==> src/rtl/inst_sequencer.sv <==
// Instruction fetch/sequencing stage: fetches words from a synchronous instruction memory,
// strips NOP/REPEAT/HALT, expands non-nesting REPEAT loops and hands the rest to the decoder.
module inst_sequencer #(
  parameter int unsigned ADDR_WIDTH = 10,
  parameter int unsigned INST_WIDTH = 32
) (
  input  logic                  clk,
  input  logic                  rst,
  input  logic                  start,
  input  logic [ADDR_WIDTH-1:0] start_addr,
  output logic                  busy,
  output logic                  done,
  output logic [ADDR_WIDTH-1:0] imem_addr,
  output logic                  imem_rd_en,
  input  logic [INST_WIDTH-1:0] imem_rdata,
  output logic [INST_WIDTH-1:0] inst,
  output logic                  inst_valid,
  input  logic                  inst_ready,
  output logic [15:0]           issued_count
);

  localparam int unsigned OP_WIDTH  = 4;
  localparam int unsigned REP_WIDTH = 12;
  localparam int unsigned LEN_WIDTH = 8;
  localparam int unsigned CNT_WIDTH = 16;

  localparam logic [OP_WIDTH-1:0] OP_NOP    = 4'd0;
  localparam logic [OP_WIDTH-1:0] OP_HALT   = 4'd9;
  localparam logic [OP_WIDTH-1:0] OP_REPEAT = 4'd10;

  typedef enum logic [1:0] {
    S_IDLE,
    S_FETCH,
    S_DECODE,
    S_ISSUE
  } state_t;

  state_t                  state, state_d;
  logic [ADDR_WIDTH-1:0]   pc, pc_d;
  logic [ADDR_WIDTH-1:0]   loop_start, loop_start_d;
  logic [ADDR_WIDTH-1:0]   loop_end, loop_end_d;
  logic [REP_WIDTH-1:0]    remaining, remaining_d;
  logic                    loop_active, loop_active_d;
  logic [CNT_WIDTH-1:0]    count_d;
  logic [INST_WIDTH-1:0]   inst_d;
  logic                    done_d;

  logic [ADDR_WIDTH-1:0]   adv_pc;
  logic [REP_WIDTH-1:0]    adv_remaining;
  logic                    adv_active;

  logic [OP_WIDTH-1:0]     opcode;
  logic [REP_WIDTH-1:0]    rep_n;
  logic [LEN_WIDTH-1:0]    rep_l;

  assign opcode    = imem_rdata[INST_WIDTH-1 -: OP_WIDTH];
  assign rep_n     = imem_rdata[27:16];
  assign rep_l     = imem_rdata[15:8];
  assign imem_addr = pc;

  // Sequential PC update: jump back at the body end while iterations remain.
  always_comb begin
    adv_pc        = pc + ADDR_WIDTH'(1);
    adv_remaining = remaining;
    adv_active    = loop_active;
    if (loop_active && (pc == loop_end)) begin
      if (remaining != '0) begin
        adv_pc        = loop_start;
        adv_remaining = remaining - REP_WIDTH'(1);
      end else begin
        adv_active = 1'b0;
      end
    end
  end

  // Next-state and datapath updates.
  always_comb begin
    state_d       = state;
    pc_d          = pc;
    loop_start_d  = loop_start;
    loop_end_d    = loop_end;
    remaining_d   = remaining;
    loop_active_d = loop_active;
    count_d       = issued_count;
    inst_d        = inst;
    done_d        = 1'b0;

    case (state)
      S_IDLE: begin
        // A start coinciding with the done pulse is dropped.
        if (start && !done) begin
          pc_d          = start_addr;
          count_d       = '0;
          loop_active_d = 1'b0;
          remaining_d   = '0;
          state_d       = S_FETCH;
        end
      end
      S_FETCH: begin
        state_d = S_DECODE;
      end
      S_DECODE: begin
        inst_d = imem_rdata;
        case (opcode)
          OP_HALT: begin
            done_d        = 1'b1;
            loop_active_d = 1'b0;
            state_d       = S_IDLE;
          end
          OP_NOP: begin
            pc_d          = adv_pc;
            remaining_d   = adv_remaining;
            loop_active_d = adv_active;
            state_d       = S_FETCH;
          end
          OP_REPEAT: begin
            if ((rep_n == '0) || (rep_l == '0) || loop_active) begin
              pc_d          = adv_pc;
              remaining_d   = adv_remaining;
              loop_active_d = adv_active;
            end else begin
              loop_start_d  = pc + ADDR_WIDTH'(1);
              loop_end_d    = pc + ADDR_WIDTH'(rep_l);
              remaining_d   = rep_n - REP_WIDTH'(1);
              loop_active_d = 1'b1;
              pc_d          = pc + ADDR_WIDTH'(1);
            end
            state_d = S_FETCH;
          end
          default: begin
            state_d = S_ISSUE;
          end
        endcase
      end
      S_ISSUE: begin
        if (inst_ready) begin
          count_d       = issued_count + CNT_WIDTH'(1);
          pc_d          = adv_pc;
          remaining_d   = adv_remaining;
          loop_active_d = adv_active;
          state_d       = S_FETCH;
        end
      end
      default: begin
        state_d = S_IDLE;
      end
    endcase
  end

  // State register.
  always_ff @(posedge clk or posedge rst) begin
    if (rst) begin
      state <= S_IDLE;
    end else begin
      state <= state_d;
    end
  end

  // Datapath and registered outputs, decoded from the next state.
  always_ff @(posedge clk or posedge rst) begin
    if (rst) begin
      pc           <= '0;
      loop_start   <= '0;
      loop_end     <= '0;
      remaining    <= '0;
      loop_active  <= 1'b0;
      issued_count <= '0;
      inst         <= '0;
      done         <= 1'b0;
      busy         <= 1'b0;
      imem_rd_en   <= 1'b0;
      inst_valid   <= 1'b0;
    end else begin
      pc           <= pc_d;
      loop_start   <= loop_start_d;
      loop_end     <= loop_end_d;
      remaining    <= remaining_d;
      loop_active  <= loop_active_d;
      issued_count <= count_d;
      inst         <= inst_d;
      done         <= done_d;
      busy         <= (state_d != S_IDLE);
      imem_rd_en   <= (state_d == S_FETCH);
      inst_valid   <= (state_d == S_ISSUE);
    end
  end

endmodule

==> config.mk <==
export PLATFORM = sky130hd
export DESIGN_NAME = inst_sequencer
export DESIGN_NICKNAME = d
export VERILOG_FILES = /design/src/rtl/inst_sequencer.sv
export SDC_FILE = /design/constraint.sdc
export NUM_CORES = 1
export LEC_CHECK = 0
export BUFFER_PORTS_ARGS = -buffer_cell sky130_fd_sc_hd__buf_2
export CORE_MARGIN = 5
export CORE_UTILIZATION = 40
export DETAILED_ROUTE_END_ITERATION = 8
export GPL_TIMING_DRIVEN = 0
export MAX_ROUTING_LAYER = met4
export SLEW_MARGIN = 20
export SYNTH_ARGS = -nofsm -noshare
export SYNTH_HDL_FRONTEND = slang
export SYNTH_SLANG_ARGS = --single-unit
==> constraint.sdc <==
create_clock -name clk -period 6.4 [get_ports clk]
set_input_delay 1.28 -clock clk [delete_from_list [all_inputs] [get_ports clk]]
set_output_delay 1.28 -clock clk [all_outputs]
set_load 0.02 [all_outputs]
==> key figures <==
Route
  • Vias per cell: 5.42
  • Drt wl/cell: 16.3 um
  • Via count: 4777
  • DRT iter0 DRCs: 287
  • Drt pass-1 iters: 5
  • WL final: 14300 um
  • Residual DRC: 0
  • Post-route ant nets: 0

Placement
  • Placement Cell Area: 6040 sq um
  • PortBufs: 107
  • Detailed Place HPWL: 10700 um
  • RD Place Congestion: 0.911

STA
  • Final setup viols: 0
  • Setup_tns: 0 ns
  • Final hold vios: 0
  • Period utilization: 54.2%
  • Pins over their slew limit: 0
  • Worst rel slew slack: 45.3%
  • Unrepaired setup endpoints after global routing: false
  • Max Freq: 0.288 GHz
  • Final Skew: 0.00704 ns
  • Worst slew pin tran: 0.813 ns
  • Min Tclk post-route: 3.47 ns

Synthesis
  • Synth Instances: 585
  • Yosys Warn Count: 0
  • Ranking of synthesized cells by area: dfrtp_1 46%, nand2_1 9.6%, xnor2_1 4.3%
  • Async set or reset register ratio after synthesis: 100%
  • Cell Area, Synth: 5260 sq um
  • Synth cell types: 62
  • Synth area leader: dfrtp_1
  • #FFs+latches synth: 97
  • Avg Cell Area, Syn: 8.99 sq um
  • Prevailing post-synth register cell: dfrtp_1
  • Synth top area share: 46.2%
  • Syn nets: 645
  • Number of flops mapped to enable cells by yosys: 0
  • Post-synthesis sequential area ratio: 46.2%

Critical path
  • Critical path type: primary input to flip-flop
  • Critical Path RT: 6.63 ns
  • CP endpoint kind: flip-flop
  • CP Data Arrival Time: 3.70 ns
  • Worst Path Max Fanout: 10
  • Setup crit start kind: primary input

Clock network
  • CTS buffer count: 9
  • Clock Latency Late Sink: 0.35 ns
  • H-tree Lvls: 3
  • Clock slew at reported path FFs: 0.07 ns
  • # resized after CTS: 0
  • Clock root cell: clkbuf_16
  • Cts hold-fix bufs: 0
  • Post-CTS setup buffer count: 0
  • Maximum clock path buffer count: 2
  • CTS tree: done
  • CTS sink cnt: 97

Power and ir drop
  • Leakage: 0.00302 uW
  • Net Sw Power: 1290 uW
  • Clock power frac: 18.6%
  • Seq pwr share: 35.3%
  • Pint: 1650 uW
  • Comb pwr share: 46.1%
  • Sw frac: 43.8%
  • P per Cell Area: 464 nW/um^2
  • Max IR drop VDD: 0.000253 V
  • Power Total: 2940 uW

Run
  • Max-Cap Viols: 0

Finish
  • Final core occ: 49.6%
  • Layout area overhead: 20.5%
  • Final Net Count: 764
  • Most common cell after layout, fill and taps aside: nand2_1
  • Number of antenna repair diodes: 0
  • Post-route cell area: 6340 sq um
  • Layout cells sized above 1: 20.0%
  • Most frequent cells in the layout: 134 x nand2_1, 113 x buf_2, 97 x dfrtp_1

Floorplanning
  • Die Width: 125 um
  • Initial core utilization: 41.2%
  • Die ar.: 15500 sq um
  • Die H: 125 um
  • Rows: 41
  • Core Region: 12800 sq um
  • IO Pins: 108

GRT
  • Largest net degree at the start of global routing: 56
  • First-pass GRT wire length: 23900 um
  • GRT Total Usage: 19.4%
  • Vias in the first global route: 4728
  • Total global routing overflow: 0
  • Initial antenna violation count: 0

Status
  • Status: completed

Min path
  • Hold Crit Class: flip-flop to flip-flop
worst paths after layout:
check | start | end | slack [ns] | cells after the start
max in group asynchronous | rst | remaining[3]$_DFFE_PP0P_ | 4.81 | 3
max reg2reg | imem_addr[0]$_DFFE_PP0P_ | remaining[2]$_DFFE_PP0P_ | 3.42 | 8
min in group asynchronous | rst | inst[1]$_DFFE_PP0P_ | 0.99 | 2
min reg2reg | inst[29]$_DFFE_PP0P_ | inst[29]$_DFFE_PP0P_ | 0.47 | 2
min | inst[29]$_DFFE_PP0P_ | inst[29]$_DFFE_PP0P_ | 0.47 | 2
max | imem_rdata[16] | loop_start[4]$_DFFE_PP0P_ | 2.93 | 9
critical path, stage by stage:
cell	delay, ns
buf_2	0.12
inv_1	0.07
ha_1	0.17
nor3b_1	0.50
and4b_1	0.39
or4_1	0.15
clkbuf_1	0.29
buf_2	0.35
mux2_1	0.37
flip-flops by register name, summed over array words and instances (netlist names), 2 cells and up:
name / cells
imem_addr: 10
inst: 32
issued_count: 16
loop_end: 10
loop_start: 10
remaining: 12
state: 2
through the flow:
step	hold slack, ns	setup slack [ns]	instances
after floorplan	0.450	2.59	585
after global placement	0.452	1.38	864
after detailed placement	0.458	2.58	865
after CTS	0.476	2.93	881
after global routing	0.491	2.69	881
final	0.470	2.93	881
power by group through the flow:
stage               Combinational [uW]  Clock [uW]  Sequential, uW
CTS                               1370         557            1040
floorplan                          784           0            1180
global placement                  1330           0            1040
global route                      1510         582            1070
detailed placement                1360           0            1050
finish                            1350         546            1040
area by class of cell:
| type | count | area [sq um] |
|---|---|---|
| inverters | 14 | 62.6 |
| well taps | 172 | 215 |
| clock buffers | 9 | 225 |
| plain buffers | 26 | 113 |
| fillers | 1239 | 6440 |
| clock inverters | 7 | 68.8 |
| flip-flops and latches | 97 | 2430 |
| repair buffers | 108 | 563 |
| multi-input cells | 448 | 2660 |
cells in the mapped netlist, drive strengths merged, types with 13 or more instances:
master  number
inv         13
nor3        20
xor2        24
nand2      134
ha          13
clkbuf      18
a21oi       14
xnor2       26
o21ai       31
dfrtp       97
nand3       21
nor2        50
metal layers:
metal	wire [um]	up-vias	share of wire [%]	GRT usage [%]
met3	830	24	5.8	4.33
li1	-	2260	-	-
met5	0	-	0	-
met1	6750	2346	47	25.9
met4	304	0	2.1	6.83
met2	6450	147	45	29.0
logic make-up after synthesis:
family,Yosys count,synth area share [%]
buffers and inverters,40,3.24
AO/OA/AOI/OAI,91,11.5
flip-flops,97,46.2
AND/OR/NAND/NOR,284,25.4
multiplexers,9,1.93
XOR/XNOR,50,8.33
adder cells (fa/ha/maj),14,3.47
Power figures use the tool's default switching activity.
